## src/rtl/defines_pkg.sv

```systemverilog
// Shared type definitions for the dataflow buffer blocks.
package defines_pkg;
    typedef enum logic {BANK0, BANK1} bank_t;
endpackage

```

## src/rtl/memory.sv

```systemverilog
// Simple dual-port storage: synchronous write, combinational read.
module memory #(
    parameter int WIDTH = 16,
    parameter int SIZE  = 32,
    parameter int AW    = $clog2(SIZE)
) (
    input  logic             clk,
    input  logic             rst,
    input  logic             wr_en,
    input  logic [AW-1:0]    wr_addr,
    input  logic [WIDTH-1:0] wr_data,
    input  logic [AW-1:0]    rd_addr,
    output logic [WIDTH-1:0] rd_data
);
    logic [WIDTH-1:0] mem [SIZE];

    // Contents are don't-care after reset; only block writes while it is held.
    always_ff @(posedge clk) begin
        if (wr_en && !rst) mem[wr_addr] <= wr_data;
    end

    assign rd_data = mem[rd_addr];
endmodule

```

## src/rtl/pingpong_buffer.sv

```systemverilog
// Two-bank ping-pong buffer: producer fills one bank while the consumer drains
// the other; controller toggle pulses hand banks across.
module pingpong_buffer
    import defines_pkg::*;
#(
    parameter int DATA_WIDTH = 16,
    parameter int DEPTH      = 16,
    parameter int CSIZE      = $clog2(DEPTH + 1)
) (
    input  logic                  clk,
    input  logic                  rst,
    input  logic                  wr_toggle,
    input  logic                  rd_toggle,
    input  logic                  wr_valid,
    input  logic [DATA_WIDTH-1:0] wr_data,
    input  logic                  rd_en,
    output logic [DATA_WIDTH-1:0] rd_data,
    output logic                  rd_valid,
    output logic                  rd_avail,
    output logic                  wr_bank,
    output logic                  rd_bank,
    output logic                  wr_ovf,
    output logic                  rd_unf,
    output logic                  tog_err
);
    localparam int AW = $clog2(DEPTH);
    localparam logic [CSIZE-1:0] DEPTH_C = CSIZE'(DEPTH);

    bank_t                       wb_q, wb_d, rb_q, rb_d;
    logic [CSIZE-1:0]            wr_cnt_q, wr_cnt_d, rd_cnt_q, rd_cnt_d;
    logic [1:0]                  ready_q, ready_d, ready_rel;
    logic [1:0][CSIZE-1:0]       count_q, count_d;
    logic [DATA_WIDTH-1:0]       rd_data_q, rd_data_d, mem_rd_data;
    logic                        rd_valid_q, rd_valid_d;
    logic                        wr_ovf_q, wr_ovf_d, rd_unf_q, rd_unf_d, tog_err_q, tog_err_d;
    logic                        wr_acc, rd_acc, wr_tog_acc, rd_tog_acc;

    memory #(.WIDTH(DATA_WIDTH), .SIZE(2 * DEPTH)) u_mem (
        .clk     (clk),
        .rst     (rst),
        .wr_en   (wr_acc),
        .wr_addr ({wb_q, wr_cnt_q[AW-1:0]}),
        .wr_data (wr_data),
        .rd_addr ({rb_q, rd_cnt_q[AW-1:0]}),
        .rd_data (mem_rd_data)
    );

    always_comb begin
        wr_acc     = wr_valid && (wr_cnt_q < DEPTH_C);
        rd_acc     = rd_en && ready_q[rb_q] && (rd_cnt_q < count_q[rb_q]);
        rd_tog_acc = rd_toggle && ready_q[rb_q];
        // Release is applied before the write toggle looks at its target bank,
        // so a write toggle can claim the bank freed in the same cycle.
        ready_rel = ready_q;
        if (rd_tog_acc) ready_rel[rb_q] = 1'b0;
        wr_tog_acc = wr_toggle && !ready_rel[~wb_q];

        wb_d       = wb_q;
        rb_d       = rb_q;
        wr_cnt_d   = wr_cnt_q;
        rd_cnt_d   = rd_cnt_q;
        ready_d    = ready_rel;
        count_d    = count_q;

        if (wr_acc) wr_cnt_d = wr_cnt_q + CSIZE'(1);
        if (wr_tog_acc) begin
            ready_d[wb_q] = 1'b1;
            count_d[wb_q] = wr_cnt_q + CSIZE'(wr_acc);
            wb_d          = bank_t'(~wb_q);
            wr_cnt_d      = '0;
        end

        if (rd_acc) rd_cnt_d = rd_cnt_q + CSIZE'(1);
        if (rd_tog_acc) begin
            rb_d     = bank_t'(~rb_q);
            rd_cnt_d = '0;
        end

        rd_valid_d = rd_acc;
        rd_data_d  = rd_acc ? mem_rd_data : rd_data_q;
        wr_ovf_d   = wr_valid && !wr_acc;
        rd_unf_d   = rd_en && !rd_acc;
        tog_err_d  = (wr_toggle && !wr_tog_acc) || (rd_toggle && !rd_tog_acc);
    end

    always_ff @(posedge clk) begin
        if (rst) begin
            wb_q       <= BANK0;
            rb_q       <= BANK0;
            wr_cnt_q   <= '0;
            rd_cnt_q   <= '0;
            ready_q    <= '0;
            count_q    <= '0;
            rd_data_q  <= '0;
            rd_valid_q <= 1'b0;
            wr_ovf_q   <= 1'b0;
            rd_unf_q   <= 1'b0;
            tog_err_q  <= 1'b0;
        end else begin
            wb_q       <= wb_d;
            rb_q       <= rb_d;
            wr_cnt_q   <= wr_cnt_d;
            rd_cnt_q   <= rd_cnt_d;
            ready_q    <= ready_d;
            count_q    <= count_d;
            rd_data_q  <= rd_data_d;
            rd_valid_q <= rd_valid_d;
            wr_ovf_q   <= wr_ovf_d;
            rd_unf_q   <= rd_unf_d;
            tog_err_q  <= tog_err_d;
        end
    end

    assign rd_data  = rd_data_q;
    assign rd_valid = rd_valid_q;
    assign rd_avail = ready_q[rb_q];
    assign wr_bank  = wb_q;
    assign rd_bank  = rb_q;
    assign wr_ovf   = wr_ovf_q;
    assign rd_unf   = rd_unf_q;
    assign tog_err  = tog_err_q;
endmodule

```

## config.mk

```make
export PLATFORM = sky130hd
export DESIGN_NAME = pingpong_buffer
export DESIGN_NICKNAME = d
export VERILOG_FILES = /design/src/rtl/defines_pkg.sv /design/src/rtl/memory.sv /design/src/rtl/pingpong_buffer.sv
export SDC_FILE = /design/constraint.sdc
export NUM_CORES = 1
export LEC_CHECK = 0
export BUFFER_PORTS_ARGS = -buffer_cell sky130_fd_sc_hd__buf_2
export CORE_MARGIN = 1.5
export CORE_UTILIZATION = 49
export DETAILED_ROUTE_END_ITERATION = 7
export GPL_TIMING_DRIVEN = 1
export REMOVE_ABC_BUFFERS = 1
export SYNTH_ARGS = -nofsm -noshare
export SYNTH_HDL_FRONTEND = slang
export SYNTH_SLANG_ARGS = --single-unit
```

## constraint.sdc

```tcl
create_clock -name clk -period 2.8 [get_ports clk]
set_input_delay 0.28 -clock clk [delete_from_list [all_inputs] [get_ports clk]]
set_output_delay 0.28 -clock clk [all_outputs]
set_load 0.05 [all_outputs]
```

==> reports/qor.txt, run 1 <==
Outcome: finished, final reports clean
Max stage delay on crit path: 0.63 ns
Worst r2r dst: rd_data[14]$_SDFFE_PP0P_
Peak VDD IR: 499 uV
# IOs: 45
Syn Area/Cell: 19.2 um2
Die Width: 213 um
CP startpoint: rd_cnt_q[1]$_SDFFE_PP0P_
DRT iter0 DRCs: 1142
CP cell instances: buf_4 > nand2b_1 > buf_4 > o22ai_1 > o31ai_1 > a32o_1
Detailed Routing Iterations Pass 1: 4
Total Wirelength: 49400 um
Max-cap violations: 0
Unrepaired setup endpoints after global routing: no
Routed length per instance: 26.5 um
Gate Count Post-Synth: 1120
GRT Total Usage: 22.5%
Prevailing post-synth register cell: edfxtp_1
Leak: 7.66 nW
Post-Synth Adder-Cell Area: 0.640%
Asr flop ratio synth: 0%
DR WL met2: 23100 um
Rows: 76
Max Slew Vio Count: 0
Worst reg-to-reg setup slack: 0.14 ns
Detail Route Antenna Nets: 0
Simple-gate share of the synthesized area: 2.65%
Power per cell area: 703 mW/mm2
First-pass GRT wire length: 72200 um
TritonCTS buffer count: 57
YS warnings: 0
Max Fclk: 376 MHz
EDFF count, synth: 512
Clk sinks: 556
Antenna Cells: 0
Met3 WL post-DR: 2510 um
Starting density of the core: 49.8%
Global route overflow: 0
CP max-delay cell: o31ai_1
Post-CTS Setup Inserts: 0
Worst setup path end: rd_data[14]$_SDFFE_PP0P_
Top routing layer used: met4
Dpl hpwl: 29500 um
H-Tree Depth: 2
CP startpoint kind: flop
Area Growth Syn to Fin: 14.5%
Met1 Wirelength: 22800 um
Seq/Total Area, Yosys: 75.5%
Final Hold Viols: 0
Die height: 213 um
Clock latency at the later pin of the worst-skew pair: 0.61 ns
Netlist Area Pre-Place: 0.0215 mm2
Crit path top cell by count: buf_4
Port-buffer cells: 44
CTS tree: built
Clock-pin slew on the worst setup and hold paths: 0.06 ns
Proportion of synthesized area in mux cells: 13.7%
Fin crit period: 2.66 ns
Root buffer cell: clkbuf_16
Post-cts gate resize count: 0
Skew final: 0.0392 ns
Final worst-path cycle share: 95.1%
# nets final: 1263
Fillcell total: 3311
Die ar.: 0.0452 mm2
Clock tree buffer depth: 3
Residual DRC: 0
Post-placement cell count: 1752
Relative slew slack: 48.8%
Core area: 0.0432 mm2
Netlist cell types: 46
Fin cells: 1863
Worst min path class: in -> reg
Reg-to-reg startpoint: rd_cnt_q[1]$_SDFFE_PP0P_
Post-synthesis compound-gate area fraction: 5.40%
Layout cells sized above 1: 23.5%
Hold Buf Count CTS: 4
GP Congestion: 0.790
Initial antenna violation count: 1
Largest family of logic cells by synthesized area: multiplexers
Crit Path Category: reg -> reg
Vias/cell: 5.79
CP Data Required Time: 3.35 ns
Placed inst area: 0.0228 mm2
Arr. time, crit path: 3.21 ns
Setup TNS Final: 0 ns
Crit path max fanout: 22
Synth Area in XOR/XNOR: 0.407%
Final setup fails: 0
Critical Path Sink Type: flop
Vias in the first global route: 10600
Seq cells post-synth: 556
Finished Cell Area: 0.0246 mm2
Vias: 10800
Largest net degree at the start of global routing: 37
Final Util: 57.1%
Slew @ Worst Pin: 0.762 ns
Cells on worst reg2reg path: 6
## metrics by stage
stage	power, mW	hold slack (ns)	worst slack, ns
floorplan	9.78	0.349	-4.58
global placement	10.1	0.451	0.206
detailed placement	10.1	0.459	0.142
CTS	17.5	0.0802	0.141
global route	17.8	0.117	0.117
finish	17.3	0.114	0.137
## metal layers
layer	vias to the layer above	GRT usage [%]
met5	-	0
met4	0	6.11
met3	52	3.23
met2	280	34.1
met1	5644	34.3
li1	4815	-
## synth_stat cells, drive strengths merged (16+ instances only)
library cell,count,area share [%]
nor2b,20,0.58
buf,43,1.2
a21oi,25,0.62
dfxtp,44,4.1
mux2,18,0.96
a32o,16,0.74
o21ai,21,0.49
mux2i,87,4.0
o221ai,16,0.65
nor2,60,1.1
edfxtp,512,71
a211oi,36,1.3
o22ai,31,0.90
mux4,82,8.7
clkbuf,22,0.38
## where the power goes
group          internal (mW)  total (mW)  switching, mW
Clock                   4.32        7.39           3.07
Combinational          0.247       0.763          0.516
Sequential              9.12        9.16         0.0400
Total                   13.7        17.3           3.63
## sequential cells by signal (all words and copies together) (netlist names)
| register | count |
|---|---|
| wr_ovf | 1 |
| tog_err | 1 |
| ready_q | 2 |
| u_mem.mem | 512 |
| count_q | 10 |
| wr_bank | 1 |
| rd_valid | 1 |
| rd_data | 16 |
| rd_cnt_q | 5 |
| rd_unf | 1 |
| rd_bank | 1 |
| wr_cnt_q | 5 |
## how the worst min path moves through the flow
stage / from / end / slack (ns) / depth (start not counted)
after floorplan: rst / tog_err$_SDFF_PP0_ / 0.35 / 1
after global placement: rd_data[10]$_SDFFE_PP0P_ / rd_data[10]$_SDFFE_PP0P_ / 0.45 / 1
after detailed placement: rd_data[10]$_SDFFE_PP0P_ / rd_data[10]$_SDFFE_PP0P_ / 0.46 / 1
after CTS: rst / count_q[6]$_SDFFE_PP0P_ / 0.08 / 2
after global routing: rst / count_q[0]$_SDFFE_PP0P_ / 0.12 / 2
final: rst / count_q[0]$_SDFFE_PP0P_ / 0.11 / 2
## cell type report
type                       instances  area (um2)  area share (%)
sequential                       556       16300            66.0
timing repair buffer             116         871            3.54
multi-input combinational        493        4900            19.9
clock buffer                      73        1530            6.21
inverter                           6        22.5          0.0914
tap                              585         732            2.97
clock inverter                    34         309            1.25
## cell families (layout without fill, tap and decap cells)
family,Yosys count,count (layout)
flops,556,556
compound gates,165,165
xor+xnor,10,10
buf+inv,71,229
simple gates,120,120
fa+ha+maj,11,11
mux,187,187
## worst max-delay path: cells and delay by family (launching register included)
family / cells / cell delay [ns]
AO/OA/AOI/OAI: 3 / 0.96
AND/OR/NAND/NOR: 1 / 0.45
flip-flops: 1 / 0.48
buffers and inverters: 2 / 0.68
## placed cells by master (no fill, tap or decap), types with 7 or more instances in the layout
master and count:
mux4_2 77, buf_12 8, buf_4 60, o31ai_1 15, mux2i_1 87, buf_2 44, clkinv_1 10, o22ai_1 31
clkbuf_16 59, o221ai_1 16, nand2_1 15, nor2b_1 19, ha_1 11, a21oi_1 23, dfxtp_1 40, a211oi_1 36
nand3_1 7, clkbuf_1 14, clkinv_2 10, mux2_2 16, edfxtp_1 512, o21ai_0 20, nor2_1 59, a32o_1 16
Power figures use the tool's default switching activity.
==> run 2, diff against run 1 <==
CORE_UTILIZATION = 55   (was 49)
PLACE_DENSITY = 0.71   (was default)
==> reports/qor.txt, run 2 (synthesis results as in run 1) <==
Setup TNS Final: 0 ns
Max stage delay on crit path: 0.54 ns
Rows: 72
Global route overflow: 0
Routing usage on met3: 3.85%
Most flop-heavy register: u_mem.mem
Die Width: 201 um
Post-CTS Setup Inserts: 0
Root buffer cell: clkbuf_16
Initial antenna violation count: 2
Dpl hpwl: 29000 um
Leak: 7.63 nW
Arr. time, crit path: 2.97 ns
Internal: 13.5 mW
Pre-CTS setup slack: 0.343 ns
Final worst-path cycle share: 88.8%
Max-cap violations: 0
CTS tree: built
GR Layer Usage met1: 35.8%
Antenna Cells: 0
Final setup fails: 0
Skew final: 0.0198 ns
Detail Route Antenna Nets: 0
Routed length per instance: 27.1 um
Sequential Power Share: 53.7%
Layout cells sized above 1: 23.3%
Port-buffer cells: 44
Final Hold Viols: 0
Switching power: 3.53 mW
Unrepaired setup endpoints after global routing: no
TritonCTS buffer count: 55
Hold Crit Depth: 2
Switching share of power: 20.7%
Worst min path class: in -> reg
Core area: 0.0386 mm2
Clock-pin slew on the worst setup and hold paths: 0.06 ns
Peak VDD IR: 517 uV
Total Wirelength: 48600 um
Comb pwr share: 4.4%
Residual DRC: 0
Vias in the first global route: 11000
Area Growth Syn to Fin: 13.9%
Overall power after layout: 17.1 mW
CP max-delay cell: mux4_2
Fin crit period: 2.49 ns
First-pass GRT wire length: 72400 um
Die height: 201 um
Clock latency at the later pin of the worst-skew pair: 0.60 ns
H-Tree Depth: 2
GP Congestion: 0.821
CP Data Required Time: 3.29 ns
# IOs: 45
Crit Path Category: reg -> reg
Die ar.: 0.0403 mm2
Largest net degree at the start of global routing: 55
CP startpoint kind: flop
GRT Total Usage: 24.6%
Power per cell area: 696 mW/mm2
Clk sinks: 556
Max Slew Vio Count: 0
Max reg flops: 512
Cells on worst reg2reg path: 5
Max Fclk: 402 MHz
Post-cts gate resize count: 0
Setup WS post-layout: 0.313 ns
Detailed Routing Iterations Pass 1: 5
Starting density of the core: 55.7%
Crit path max fanout: 36
Clock tree buffer depth: 3
DRT iter0 DRCs: 972
Layer with the highest usage: met2
Global Route met2 Usage: 37.8%
Vias: 11100
CP cell instances: buf_12 > mux4_2 > mux2i_1 > o21ai_0 > a32o_1
Clk network pwr share: 41.8%
Slew @ Worst Pin: 0.722 ns
Critical Path Sink Type: flop
Vias/cell: 6.22
Most frequent cells in the layout: edfxtp_1, mux2i_1, mux4_2
# nets final: 1262
Relative slew slack: 51.9%
Most common cell after layout, fill and taps aside: edfxtp_1
Outcome: finished, final reports clean
[run 2: worst max-delay path: cells and delay by family (launching register included)]
family | cells | cell delay (ns)
AO/OA/AOI/OAI | 2 | 0.64
buffers and inverters | 1 | 0.29
flip-flops | 1 | 0.48
multiplexers | 2 | 0.94
[run 2: final cells by class]
class	instances	area, um2
clock buffer	72	1510
clock inverter	28	241
fill	2609	14100
inverter	6	22.5
multi-input combinational	493	4900
sequential	556	16300
tap	518	648
timing repair buffer	117	916
[run 2: repair_timing]
action	in CTS	in global routing
setup endpoints to repair	0	0
hold buffers	4	0
hold endpoints to repair	4	0
[run 2: path summary, 6_finish.rpt]
| check | start | to | slack [ns] |
|---|---|---|---|
| worst min-delay path | rst | wr_ovf$_SDFF_PP0_ | 0.11 |
| worst max register to register | rd_cnt_q[0]$_SDFFE_PP0P_ | rd_data[13]$_SDFFE_PP0P_ | 0.31 |
| worst max-delay path | rd_cnt_q[0]$_SDFFE_PP0P_ | rd_data[13]$_SDFFE_PP0P_ | 0.31 |
| worst min register to register | rd_data[15]$_SDFFE_PP0P_ | rd_data[15]$_SDFFE_PP0P_ | 0.47 |
[run 2: routing by layer]
metal	part of all wire [%]	vias up	routed length (um)
met4	3.7	0	1820
met2	47	483	22800
met1	42	5745	20300
met3	7.4	93	3610
li1	-	4805	-
met5	0	-	0
[run 2: per-stage QoR]
stage	instance area (um2)	hold slack [ns]	utilization, %	std cells
floorplan	21200	0.349	-	1055
global placement	22700	0.457	58.8	1686
detailed placement	22700	0.461	58.8	1686
CTS	24500	0.0820	63.4	1790
global route	24500	0.110	63.4	1790
finish	24500	0.111	63.4	1790
[run 2: power groups by stage]
stage                     Combinational (mW)  Clock [mW]  Sequential, mW
after floorplan                        0.349           0            9.43
after global placement                 0.732           0            9.34
after detailed placement               0.748           0            9.34
after CTS                              0.756        7.25            9.17
after global routing                   0.805        7.54            9.17
final                                  0.753        7.14            9.17
==> run 3, diff against run 2 <==
--- a/config.mk
+++ b/config.mk
@@ -6,4 +6,5 @@
 export NUM_CORES = 1
 export LEC_CHECK = 0
+export ABC_AREA = 1
 export BUFFER_PORTS_ARGS = -buffer_cell sky130_fd_sc_hd__buf_2
 export CORE_MARGIN = 1.5
@@ -13,4 +14,5 @@
 export PLACE_DENSITY = 0.71
 export REMOVE_ABC_BUFFERS = 1
+export SETUP_SLACK_MARGIN = 0.5
 export SYNTH_ARGS = -nofsm -noshare
 export SYNTH_HDL_FRONTEND = slang
==> constraint.sdc (replaced) <==
create_clock -name clk -period 2.8 [get_ports clk]
set_input_delay 0.42 -clock clk [delete_from_list [all_inputs] [get_ports clk]]
set_output_delay 0.42 -clock clk [all_outputs]
set_load 0.05 [all_outputs]
==> reports/qor.txt, run 3 <==
Syn Area/Cell: 10.5 um2
Critical Path Sink Type: output port
Initial antenna violation count: 0
CP cell instances: buf_6 > nand2_1 > o21a_2 > inv_1 > buf_2
Worst min path class: in -> reg
# nets final: 2314
Power per cell area: 682 mW/mm2
Dpl hpwl: 36200 um
Max Slew Vio Count: 0
Switching power: 4.09 mW
Gate Count Post-Synth: 2227
Fin cells: 2865
Clk sinks: 556
Largest net degree at the start of global routing: 196
YS warnings: 0
Core area: 0.0419 mm2
Most frequent cells in the layout: nand2_1, edfxtp_1, nand3_1
Clk network pwr share: 41.0%
CTS tree: built
Detailed Routing Iterations Pass 1: 8
Final Hold Viols: 0
Area Growth Syn to Fin: 11.7%
CP Data Required Time: 2.38 ns
Final worst-path cycle share: 77.7%
Hold Crit Depth: 3
Most instantiated cells after synthesis: nand2_1, edfxtp_1, nand3_1
Detail Route Antenna Nets: 0
Crit path max fanout: 25
Die ar.: 0.0437 mm2
Arr. time, crit path: 1.75 ns
Comb pwr share: 7.4%
Crit Path Category: reg -> out
DRT iter0 DRCs: 2228
Internal: 13.7 mW
Switching share of power: 23.0%
Total Wirelength: 60700 um
Clock-pin slew on the worst setup and hold paths: 0.06 ns
Seq/Total Area, Yosys: 69.6%
Finished Cell Area: 0.0261 mm2
Worst hold slack: 0.0839 ns
Vias in the first global route: 15200
Top cell type's share of synthesized area: 65.8%
GRT Total Usage: 28.0%
Most common cell after layout, fill and taps aside: nand2_1
Asr flop ratio synth: 0%
Root buffer cell: clkbuf_16
Hold Buf Count CTS: 0
Clock tree buffer depth: 3
H-Tree Depth: 2
Most flop-heavy register: u_mem.mem
Post-cts gate resize count: 0
Die Width: 209 um
First-pass GRT wire length: 91200 um
# IOs: 45
Most common cell in the synthesized netlist: nand2_1
Max stage delay on crit path: 0.36 ns
Unrepaired setup endpoints after global routing: no
Vias: 16000
Rows: 75
Routed length per instance: 21.2 um
Relative slew slack: 31.2%
Cell type with the largest total area after synthesis: edfxtp_1
CP max-delay cell: dfxtp_1
Synth area leaders: edfxtp_1, nand2_1, nand3_1, inv_1, dfxtp_1
Final setup fails: 0
Starting density of the core: 55.7%
Max-cap violations: 0
Skew final: 0.0185 ns
Peak VDD IR: 601 uV
Residual DRC: 0
Global route overflow: 0
Vias/cell: 5.60
Leak: 10.5 nW
Port-buffer cells: 44
Placed inst area: 0.0243 mm2
Cells on worst reg2reg path: 9
CP startpoint kind: flop
TritonCTS buffer count: 54
Slew @ Worst Pin: 1.03 ns
Netlist Area Pre-Place: 0.0234 mm2
Final Util: 62.2%
Antenna Cells: 0
Prevailing post-synth register cell: edfxtp_1
Layout cells sized above 1: 8.77%
Sequential Power Share: 51.6%
Post-placement cell count: 2764
Fin crit period: 2.17 ns
Seq cells post-synth: 556
Post-CTS Setup Inserts: 0
Outcome: finished, final reports clean
Max reg flops: 512
Max Fclk: 460 MHz
Netlist cell types: 31
GP Congestion: 0.905
Clock latency at the later pin of the worst-skew pair: 0.60 ns
Die height: 209 um
EDFF count, synth: 512
run 3: cell count changes after synthesis, moves of 77 or more:
cell,change
mux4_2,-77
nand2_1,+728
mux2i_1,-87
nand3_1,+309
nor2_1,+87
inv_1,+230
run 3: cells by family (layout without fill, tap and decap cells):
logic type	Yosys count	in the layout	synth area share, %
simple gates	1214	1214	21.4
flops	556	556	69.6
buf+inv	351	450	6.14
compound gates	88	88	1.99
fa+ha+maj	11	11	0.589
xor+xnor	7	7	0.262
run 3: through the flow:
step	power, mW	TNS, ns	worst slack, ns
2_1_floorplan	10.1	-131.02	-5.75
4_1_cts	17.9	0	0.557
3_5_place_dp	10.7	0	0.407
3_3_place_gp	10.6	0	0.425
5_1_grt	18.3	0	0.506
6_report	17.8	0	0.626
run 3: critical path: cells and delay by family, from the launching register on:
family | cells | cell delay, ns
AND/OR/NAND/NOR | 1 | 0.08
flip-flops | 1 | 0.36
buffers and inverters | 3 | 0.55
AO/OA/AOI/OAI | 1 | 0.17
run 3: metal layers:
metal  up-vias  part of all wire [%]  GRT usage, %
li1       7449                     -             -
met1      7634                    41          40.5
met2       838                    46          43.5
met3       124                   9.2          4.15
met4         0                   3.4          10.7
met5         -                     0             0
run 3: power by group through the flow:
stage | registers, mW | clock network (mW) | logic, mW
floorplan | 9.48 | 0 | 0.653
global placement | 9.36 | 0 | 1.28
detailed placement | 9.36 | 0 | 1.30
CTS | 9.18 | 7.39 | 1.30
global route | 9.18 | 7.69 | 1.43
finish | 9.18 | 7.30 | 1.32
run 3: worst paths after layout:
kind | start | endpoint | slack, ns
worst max-delay path | rd_bank$_SDFFE_PP0N_ | rd_avail | 0.63
worst min-delay path | rd_toggle | tog_err$_SDFF_PP0_ | 0.08
worst max register to register | rd_cnt_q[0]$_SDFFE_PP0P_ | rd_data[11]$_SDFFE_PP0P_ | 0.64
worst min register to register | count_q[1]$_SDFFE_PP0P_ | count_q[1]$_SDFFE_PP0P_ | 0.45
run 3: area by class of cell:
type	instances	area [um2]
Multi-Input combinational cell	1320	5680
Inverter	240	913
Clock inverter	27	262
Tap cell	539	674
Clock buffer	74	1530
Fill cell	3286	15800
Timing Repair Buffer	109	778
Sequential cell	556	16300
